[src/rtl/cyclic_7_4_serial_encoder_if.sv]
// Message handshake and serial codeword line between upstream, the encoder and the decoder.
// With ERROR_INJECT_EN defined, the bus also carries inj_en/inj_pos, sampled at acceptance.
interface cyclic_7_4_serial_encoder_if;
  logic       msg_valid;
  logic [3:0] msg_in;
  logic       msg_ready;
  logic       load;
  logic       transmitted_bit_stream;
  logic       frame_done;
`ifdef ERROR_INJECT_EN
  logic       inj_en;
  logic [2:0] inj_pos;
`endif

  modport master (
    output msg_valid,
    output msg_in,
`ifdef ERROR_INJECT_EN
    output inj_en,
    output inj_pos,
`endif
    input  msg_ready,
    input  load,
    input  transmitted_bit_stream,
    input  frame_done
  );

  modport slave (
    input  msg_valid,
    input  msg_in,
`ifdef ERROR_INJECT_EN
    input  inj_en,
    input  inj_pos,
`endif
    output msg_ready,
    output load,
    output transmitted_bit_stream,
    output frame_done
  );
endinterface

[src/rtl/cyclic_7_4_serial_encoder.sv]
// Serial systematic (7,4) cyclic encoder, g(x)=1+x+x^3, codeword sent high-order first under load.
// Optional ERROR_INJECT_EN: inverts one selected codeword bit on the line for decoder exercise.
//
// state    | meaning
// S_IDLE   | msg_ready high, waiting for msg_valid
// S_DATA   | emitting m2..m0 (m3 goes out on the accepting edge), LFSR running
// S_PARITY | shifting parity p[2] out three times
// S_GAP    | load low for GAP_CYCLES cycles, frame_done in the last one
module cyclic_7_4_serial_encoder #(
  parameter int GAP_CYCLES = 7
) (
  input  logic                          clk,
  input  logic                          reset,
  cyclic_7_4_serial_encoder_if.slave    bus
);

  localparam int CW = $clog2(GAP_CYCLES + 4);

  typedef enum logic [1:0] {
    S_IDLE   = 2'd0,
    S_DATA   = 2'd1,
    S_PARITY = 2'd2,
    S_GAP    = 2'd3
  } state_t;

  state_t        state_q;
  logic [CW-1:0] cnt_q;
  logic [3:0]    msg_q;
  logic [2:0]    par_q;
  logic          ready_q;
  logic          load_q;
  logic          bit_q;
  logic          done_q;
  logic [6:0]    inj_mask_q;
  logic [6:0]    inj_mask_d;
  logic [2:0]    data_idx;
  logic [2:0]    par_idx;
  logic          data_bit;

  function automatic logic [2:0] lfsr_step(input logic [2:0] p, input logic b);
    logic fb;
    fb = b ^ p[2];
    return {p[1], p[0] ^ fb, fb};
  endfunction

`ifdef ERROR_INJECT_EN
  assign inj_mask_d = (bus.inj_en && (bus.inj_pos != 3'd7)) ? (7'd1 << bus.inj_pos) : 7'd0;

  // The mask only ever touches the line; the LFSR always sees the true message bits.
  always_ff @(posedge clk or posedge reset) begin
    if (reset) begin
      inj_mask_q <= 7'd0;
    end else if (state_q == S_IDLE && ready_q && bus.msg_valid) begin
      inj_mask_q <= inj_mask_d;
    end
  end
`else
  assign inj_mask_d = 7'd0;
  assign inj_mask_q = 7'd0;
`endif

  // cnt_q counts down through the remaining bit positions of the current section
  assign data_idx = {1'b0, cnt_q[1:0]} + 3'd3;
  assign par_idx  = {1'b0, cnt_q[1:0]};
  assign data_bit = msg_q[cnt_q[1:0]];

  always_ff @(posedge clk or posedge reset) begin
    if (reset) begin
      state_q <= S_IDLE;
      cnt_q   <= '0;
      msg_q   <= 4'd0;
      par_q   <= 3'd0;
      ready_q <= 1'b0;
      load_q  <= 1'b0;
      bit_q   <= 1'b0;
      done_q  <= 1'b0;
    end else begin
      case (state_q)
        S_IDLE: begin
          ready_q <= 1'b1;
          load_q  <= 1'b0;
          bit_q   <= 1'b0;
          done_q  <= 1'b0;
          if (ready_q && bus.msg_valid) begin
            msg_q   <= bus.msg_in;
            par_q   <= lfsr_step(3'd0, bus.msg_in[3]);
            load_q  <= 1'b1;
            bit_q   <= bus.msg_in[3] ^ inj_mask_d[6];
            ready_q <= 1'b0;
            cnt_q   <= CW'(2);
            state_q <= S_DATA;
          end
        end
        S_DATA: begin
          bit_q <= data_bit ^ inj_mask_q[data_idx];
          par_q <= lfsr_step(par_q, data_bit);
          if (cnt_q == '0) begin
            cnt_q   <= CW'(2);
            state_q <= S_PARITY;
          end else begin
            cnt_q <= cnt_q - CW'(1);
          end
        end
        S_PARITY: begin
          bit_q <= par_q[2] ^ inj_mask_q[par_idx];
          par_q <= {par_q[1:0], 1'b0};
          if (cnt_q == '0) begin
            cnt_q   <= CW'(GAP_CYCLES);
            state_q <= S_GAP;
          end else begin
            cnt_q <= cnt_q - CW'(1);
          end
        end
        S_GAP: begin
          // first edge here ends the c0 cycle, so the state spans GAP_CYCLES+1 edges
          load_q <= 1'b0;
          bit_q  <= 1'b0;
          if (cnt_q == '0) begin
            done_q  <= 1'b0;
            ready_q <= 1'b1;
            state_q <= S_IDLE;
          end else begin
            done_q <= (cnt_q == CW'(1));
            cnt_q  <= cnt_q - CW'(1);
          end
        end
        default: begin
          state_q <= S_IDLE;
          ready_q <= 1'b0;
          load_q  <= 1'b0;
          bit_q   <= 1'b0;
          done_q  <= 1'b0;
        end
      endcase
    end
  end

  assign bus.msg_ready              = ready_q;
  assign bus.load                   = load_q;
  assign bus.transmitted_bit_stream = bit_q;
  assign bus.frame_done             = done_q;

  a_ready_load_excl: assert property (@(posedge clk) disable iff (reset) !(ready_q && load_q));
  a_done_no_load:    assert property (@(posedge clk) disable iff (reset) !(done_q && load_q));

endmodule

[src/flat_wrapper.sv]
// flat-port wrapper written by rule: the top's interface ports become plain ports
module cyclic_7_4_serial_encoder_flat 
#(
  parameter int GAP_CYCLES = 7
)
  (clk, reset, bus_msg_valid, bus_msg_in, bus_msg_ready, bus_load, bus_transmitted_bit_stream, bus_frame_done);
  cyclic_7_4_serial_encoder_if bus_i ();
  input  logic clk;
  input  logic reset;
  input wire logic [$bits(bus_i.msg_valid)-1:0] bus_msg_valid;
  input wire logic [$bits(bus_i.msg_in)-1:0] bus_msg_in;
  output wire logic [$bits(bus_i.msg_ready)-1:0] bus_msg_ready;
  output wire logic [$bits(bus_i.load)-1:0] bus_load;
  output wire logic [$bits(bus_i.transmitted_bit_stream)-1:0] bus_transmitted_bit_stream;
  output wire logic [$bits(bus_i.frame_done)-1:0] bus_frame_done;
  assign bus_i.msg_valid = bus_msg_valid;
  assign bus_i.msg_in = bus_msg_in;
  assign bus_msg_ready = bus_i.msg_ready;
  assign bus_load = bus_i.load;
  assign bus_transmitted_bit_stream = bus_i.transmitted_bit_stream;
  assign bus_frame_done = bus_i.frame_done;
  cyclic_7_4_serial_encoder #(.GAP_CYCLES(GAP_CYCLES)) u_core (.clk(clk), .reset(reset), .bus(bus_i));
endmodule
[config.mk]
export PLATFORM = sky130hd
export DESIGN_NAME = cyclic_7_4_serial_encoder_flat
export DESIGN_NICKNAME = d
export VERILOG_FILES = /design/src/rtl/cyclic_7_4_serial_encoder_if.sv /design/src/rtl/cyclic_7_4_serial_encoder.sv /design/src/flat_wrapper.sv
export SDC_FILE = /design/constraint.sdc
export NUM_CORES = 1
export LEC_CHECK = 0
export CELL_PAD_IN_SITES_DETAIL_PLACEMENT = 1
export CELL_PAD_IN_SITES_GLOBAL_PLACEMENT = 2
export CORE_ASPECT_RATIO = 1.5
export CORE_MARGIN = 2
export CORE_UTILIZATION = 38
export CTS_CLUSTER_SIZE = 10
export DETAILED_ROUTE_END_ITERATION = 8
export PLACE_DENSITY_LB_ADDON = 0.2
export SYNTH_ARGS = -nofsm -noshare
export SYNTH_HDL_FRONTEND = slang
export SYNTH_SLANG_ARGS = --single-unit
[constraint.sdc]
create_clock -name clk -period 5.1 [get_ports clk]
set_input_delay 1.02 -clock clk [delete_from_list [all_inputs] [get_ports clk]]
set_output_delay 1.02 -clock clk [all_outputs]
set_load 0.05 [all_outputs]
; ---- Word level (Yosys, flattened, before mapping)
; Memory sizes are Yosys's and may differ from the RTL's.
; Index checks and enable logic that the tools add are counted.
[totals]
n_memories = 1
rom_bits = 8
output_inout_bits = 4
register_bits = 17
[op_classes]
n_bitwise = 4
addsub = 2
reduce_logical = 10
n_eq_ne = 9
mux = 26
magnitude_cmp = 3
[mem_list]
columns = memory, words, width, read_ports, rd_ports_with_merged_regs, wr, line
row1 = (name not given), 8, 1, 1, 0, 0, cyclic_7_4_serial_encoder.sv:95  ; bit_q <= data_bit ^ inj_mask_q[data_idx];
[ops]
columns = cell, n
row1 = 4-bit 2-to-1 mux, 4
row2 = 4-bit one-hot mux with 4 select lines, 1
row3 = 3-bit one-hot mux with 3 select lines, 1
row4 = 1-bit 2-to-1 mux, 8
row5 = 2-bit 2-to-1 mux, 4
row6 = "2-bit by 1-bit != test with 1-bit output, second input constant", 4
row7 = 2-bit one-hot mux with 4 select lines, 1
row8 = 2-bit AND reduction, 4
row9 = 1-bit one-hot mux with 2 select lines, 3
row10 = 1-bit binary-select mux with 2-bit select, 2
row11 = "2-bit equality test, second input constant", 2
row12 = "4-bit by 1-bit equality test with 1-bit output, second input constant", 1
row13 = 4-bit logical NOT, 1
row14 = "2-bit by 4-bit < comparator with 1-bit output, second input constant", 1
row15 = "3-bit by 4-bit < comparator with 1-bit output, second input constant", 1
row16 = 1-bit one-hot mux with 4 select lines, 1
row17 = 4-bit AND reduction, 1
row18 = "4-bit by 1-bit subtractor with 4-bit output, second input constant", 1
row19 = 1-bit bitwise XOR, 4
row20 = "2-bit by 2-bit adder with 3-bit output, second input constant", 1
row21 = "2-bit by 3-bit < comparator with 1-bit output, second input constant", 1
row22 = 3-bit 2-to-1 mux, 1
row23 = 3-bit nonzero test, 1
row24 = "2-bit by 1-bit equality test with 1-bit output, second input constant", 1
row25 = other kinds (4), 4

; ---- Logic depth before layout (Yosys ltp)
[logic_depth]
depth_word = 5
ltp_mapped = 7
depth_no_buf = 6

; ---- Worst setup path after synthesis
; No wires, ideal clock.
[synth_timing]
path_kind = input -> register
startpoint = input bus_msg_valid
endpoint = register u_core.cnt_q[2]
cell_stages = 4
n_path_buf = 0
slack_ns = 3.146
t_arrival_ns = 1.890
setup_ns = 0.064
path_cell_list = a21boi_4 > or4b_1 > a211oi_1 > a21o_1
[synth_via]
elab_chain_len = 3
[synth_lines]
columns = item, line
row1 = "start, declared", flat_wrapper.sv:10  ; input wire logic [$bits(bus_i.msg_valid)-1:0] bus_msg_valid;
row2 = 1-bit logical AND, cyclic_7_4_serial_encoder.sv:84  ; if (ready_q && bus.msg_valid) begin
row3 = 2-bit by 1-bit != test with 1-bit output (no line), -
row4 = 2-bit AND reduction (no line), -
row5 = "end signal, assigned", cyclic_7_4_serial_encoder.sv:101  ; cnt_q <= cnt_q - CW'(1);
row6 = "end signal, assigned", cyclic_7_4_serial_encoder.sv:108  ; cnt_q <= CW'(GAP_CYCLES);
row7 = "end signal, assigned", cyclic_7_4_serial_encoder.sv:111  ; cnt_q <= cnt_q - CW'(1);
row8 = "end, declared", cyclic_7_4_serial_encoder.sv:27  ; logic [CW-1:0] cnt_q;
; No other way between the ends.
; A chain may end at the register's enable or synchronous reset.

; ---- Final worst setup path
[layout_timing]
startpoint = register u_core.ready_q (netlist: u_core.bus.msg_ready)
endpoint = output bus_msg_ready
[layout_lines]
columns = item, line
row1 = "start, declared", cyclic_7_4_serial_encoder.sv:30  ; logic ready_q;
row2 = "start signal, assigned", cyclic_7_4_serial_encoder.sv:73  ; ready_q <= 1'b0;
row3 = "start signal, assigned", cyclic_7_4_serial_encoder.sv:80  ; ready_q <= 1'b1;
row4 = "start signal, assigned", cyclic_7_4_serial_encoder.sv:89  ; ready_q <= 1'b0;
row5 = "end, declared", flat_wrapper.sv:12  ; output wire logic [$bits(bus_i.msg_ready)-1:0] bus_msg_ready;
; No word-level cell between the ends.

==> reports/results.ini <==
[grt]
grt_max_degree=18
grt_first_pass_wirelength_um=4030
met3_usage=0.0241
grt_pass1_vias=854
busiest_layer=met2
gr-usage-met1=0.245
grt_overflow_total=0
met2_usage=0.288
initial_antenna_violation_count=0
grtUsageTotal=0.183

[setup_path]
cp_slowest_cell=clkdlybuf4s50_1
critPathBufInv=1
critical_path.reg2reg.endpoint=u_core.cnt_q[2]$_DFFE_PP0P_
timing_worst_setup_path_type=register to output port
end_kind=output port
crit_chain=clkdlybuf4s50_1
reg2reg_from=u_core.cnt_q[0]$_DFFE_PP0P_
worst_r2r_path_depth=6
timing.reg2reg.setup_slack_ns=3.10
critical-path-max-stage-delay_ns=0.86
crit_fanout=7
required_time_of_the_critical_path_ns=4.08
crit_arrival_ns=1.62
cpLargestDelayFamily=buffers and inverters
critical_path.startpoint_type=register

[status]
run_status=finished clean

[timing]
worst_pin_slew_ns=0.703
final.min_clock_period_ns=2.64
worst_clock_skew_ns=0.00497
setup-violations-final=0
setup_tns_ns=0
setup_repair_after_global_routing_missed_its_margin=no
slew_headroom=0.531
finalHoldViolations=0
slew_limit_fails=0
timing.fmax_ghz=0.378
worst_hold_slack_ns=0.481
final.period_utilization=0.518

[detailed_routing]
drt-total-wl_um=2370
antenna_left=0
vias_per_cell=5.52
wirelength_per_cell_um=16.3
remaining_drc_errors=0
drt_iter0_drc=10
detailroute.via_count=800
detailedRoute.firstPassIterationCount=3

[yosys]
syn-num-nets=111
synth_largest_type_area_fraction=0.418
ys_async_sr_fraction=1.00
synth_area_leaders=dfrtp_1 42%, ha_1 8.6%, mux2_2 4.4%
yosys_warnings=0
netlist-cell-type-count=36
postSynthCellCount=97
synth.yosys.seq_area_share=0.418
synth_ff_type=dfrtp_1
synth_edf_count=0
post_synth_instance_area_um2=1020
post_synth.cell_area_avg_um2=10.5
synth_area_leader_cell=dfrtp_1
post_synthesis_register_bit_count=17

[layout]
nNetsFinal=123
finish.instance_area_um2=1200
syn_to_final_growth_pct=17.7
finish.utilization=0.458
antenna_diode_instance_count=0
share_of_final_layout_standard_cells_stronger_than_drive_strength_1=0.111

[placed_design]
dpl.hpwl_um=1790
placement.io_buffers=10
area_after_detailed_placement_um2=1150
place.gp.congestion=0.792

[cts]
post_cts_hold_buffer_count=0
clock_sink_count=17
cts-root-to-sink-buffers=2
cts_inserted_buffers=3
clock_tree.htree_level_count=1
clk_root_buffer_cell=clkbuf_8
clkTransAtPathRegs_ns=0.07
cts_tree=yes
cts.repair_timing.setup_buffer_count=0
post_cts_repair_resize_count=0
clock_network_latency_to_the_later_pin_of_the_worst_skew_pair_ns=0.26

[power_and_ir_drop]
clkPwrFrac=0.124
switching_share=0.446
p_switching_mw=0.377
vdd_drop_max_uv=435
internal_power_mw=0.468
power_frac_seq=0.310
share_comb_of_total_power=0.566
cell_pwr_density_nw_per_um2=704
leakage_nw=0.527

[worst_hold_path]
hp-class=register to register
min_path_cells=2
whs_endpoint=u_core.bus.frame_done$_DFFE_PP0P_
hp-start=u_core.bus.frame_done$_DFFE_PP0P_

[die]
initial_core_util=0.389
core_area_um2=2620
rows=23
floorplan.die.height_um=67.4
die-area_um2=3120
die_x_um=46.3
number_of_placed_i_o_pins=11

[flow_run]
maxCapViolations=0

## per-stage QoR
step,setup WS [ns],total power [mW],std cells
after detailed placement,2.42,0.746,141
after floorplan,3.15,0.618,97
final,2.46,0.844,145
after global routing,2.40,0.924,145
after global placement,2.49,0.732,141
after CTS,2.47,0.853,145
## kinds of logic after synthesis
group	share of synthesized area
muxes	0.106
buffers and inverters	0.0344
adders and majority gates	0.0860
DFF	0.418
AOI/OAI and AO/OA	0.171
and+or+nand+nor	0.160
xor gates and xnor gates	0.0258
## power by group through the flow
| stage | Sequential, mW | Clock (mW) | Combinational, mW |
|---|---|---|---|
| 5_1_grt | 0.274 | 0.115 | 0.535 |
| 2_1_floorplan | 0.279 | 0 | 0.339 |
| 3_5_place_dp | 0.266 | 0 | 0.480 |
| 4_1_cts | 0.263 | 0.108 | 0.483 |
| 6_report | 0.262 | 0.105 | 0.478 |
| 3_3_place_gp | 0.261 | 0 | 0.471 |
## synth_stat cells (2+ instances only)
cell type	instances
clkbuf_1	2
a21oi_1	4
ha_1	7
nand3_1	2
nand2_1	7
mux2i_1	4
xor2_1	2
a32o_1	2
inv_1	6
nor3_1	3
nand4_1	2
nor2_1	7
a211oi_1	3
dfrtp_1	17
o21ai_0	5
mux2_2	4
## how the worst max path moves through the flow
stage	start	endpoint	slack, ns	cells past startpoint
after floorplan	bus_msg_valid	u_core.cnt_q[2]$_DFFE_PP0P_	3.15	4
after global placement	bus_msg_valid	u_core.cnt_q[2]$_DFFE_PP0P_	2.49	5
after detailed placement	bus_msg_valid	u_core.cnt_q[2]$_DFFE_PP0P_	2.42	5
after CTS	u_core.bus.msg_ready$_DFFE_PP0P_	bus_msg_ready	2.47	1
after global routing	u_core.bus.msg_ready$_DFFE_PP0P_	bus_msg_ready	2.40	1
final	u_core.bus.msg_ready$_DFFE_PP0P_	bus_msg_ready	2.46	1
## cells in the final DEF, fill, tap and decap left out, drive strengths merged, types with 2 or more instances in the layout
master / netlist / layout
nor2: 7 / 7
clkdlybuf4s50: 0 / 10
mux2: 4 / 4
nand4: 2 / 2
mux2i: 4 / 4
dfrtp: 17 / 17
a211oi: 3 / 3
nor3: 3 / 3
ha: 7 / 7
clkbuf: 2 / 3
a21oi: 4 / 4
inv: 6 / 6
a32o: 2 / 2
nand3: 2 / 2
nand2: 7 / 7
xor2: 2 / 2
o21ai: 5 / 5
## registers in the layout, indices dropped and copies added, names as in the netlist
name                               count
u_core.bus.frame_done                  1
u_core.bus.transmitted_bit_stream      1
u_core.cnt_q                           4
u_core.par_q                           3
u_core.bus.msg_ready                   1
u_core.bus.load                        1
u_core.state_q                         2
u_core.msg_q                           4
## cell type report
cell class	count	area (µm²)
Sequential cell	17	425
Multi-Input combinational cell	71	558
Clock inverter	1	5.00
Fill cell	295	1420
Tap cell	37	46.3
Timing Repair Buffer	10	100
Inverter	6	22.5
Clock buffer	3	41.3
## metal layers
metal | vias up | routed length [µm]
met2 | 11 | 1200
li1 | 378 | -
met3 | 4 | 42
met4 | 0 | 42
met1 | 407 | 1080
met5 | - | 0
No activity file was read; power rests on OpenSTA's default activity.
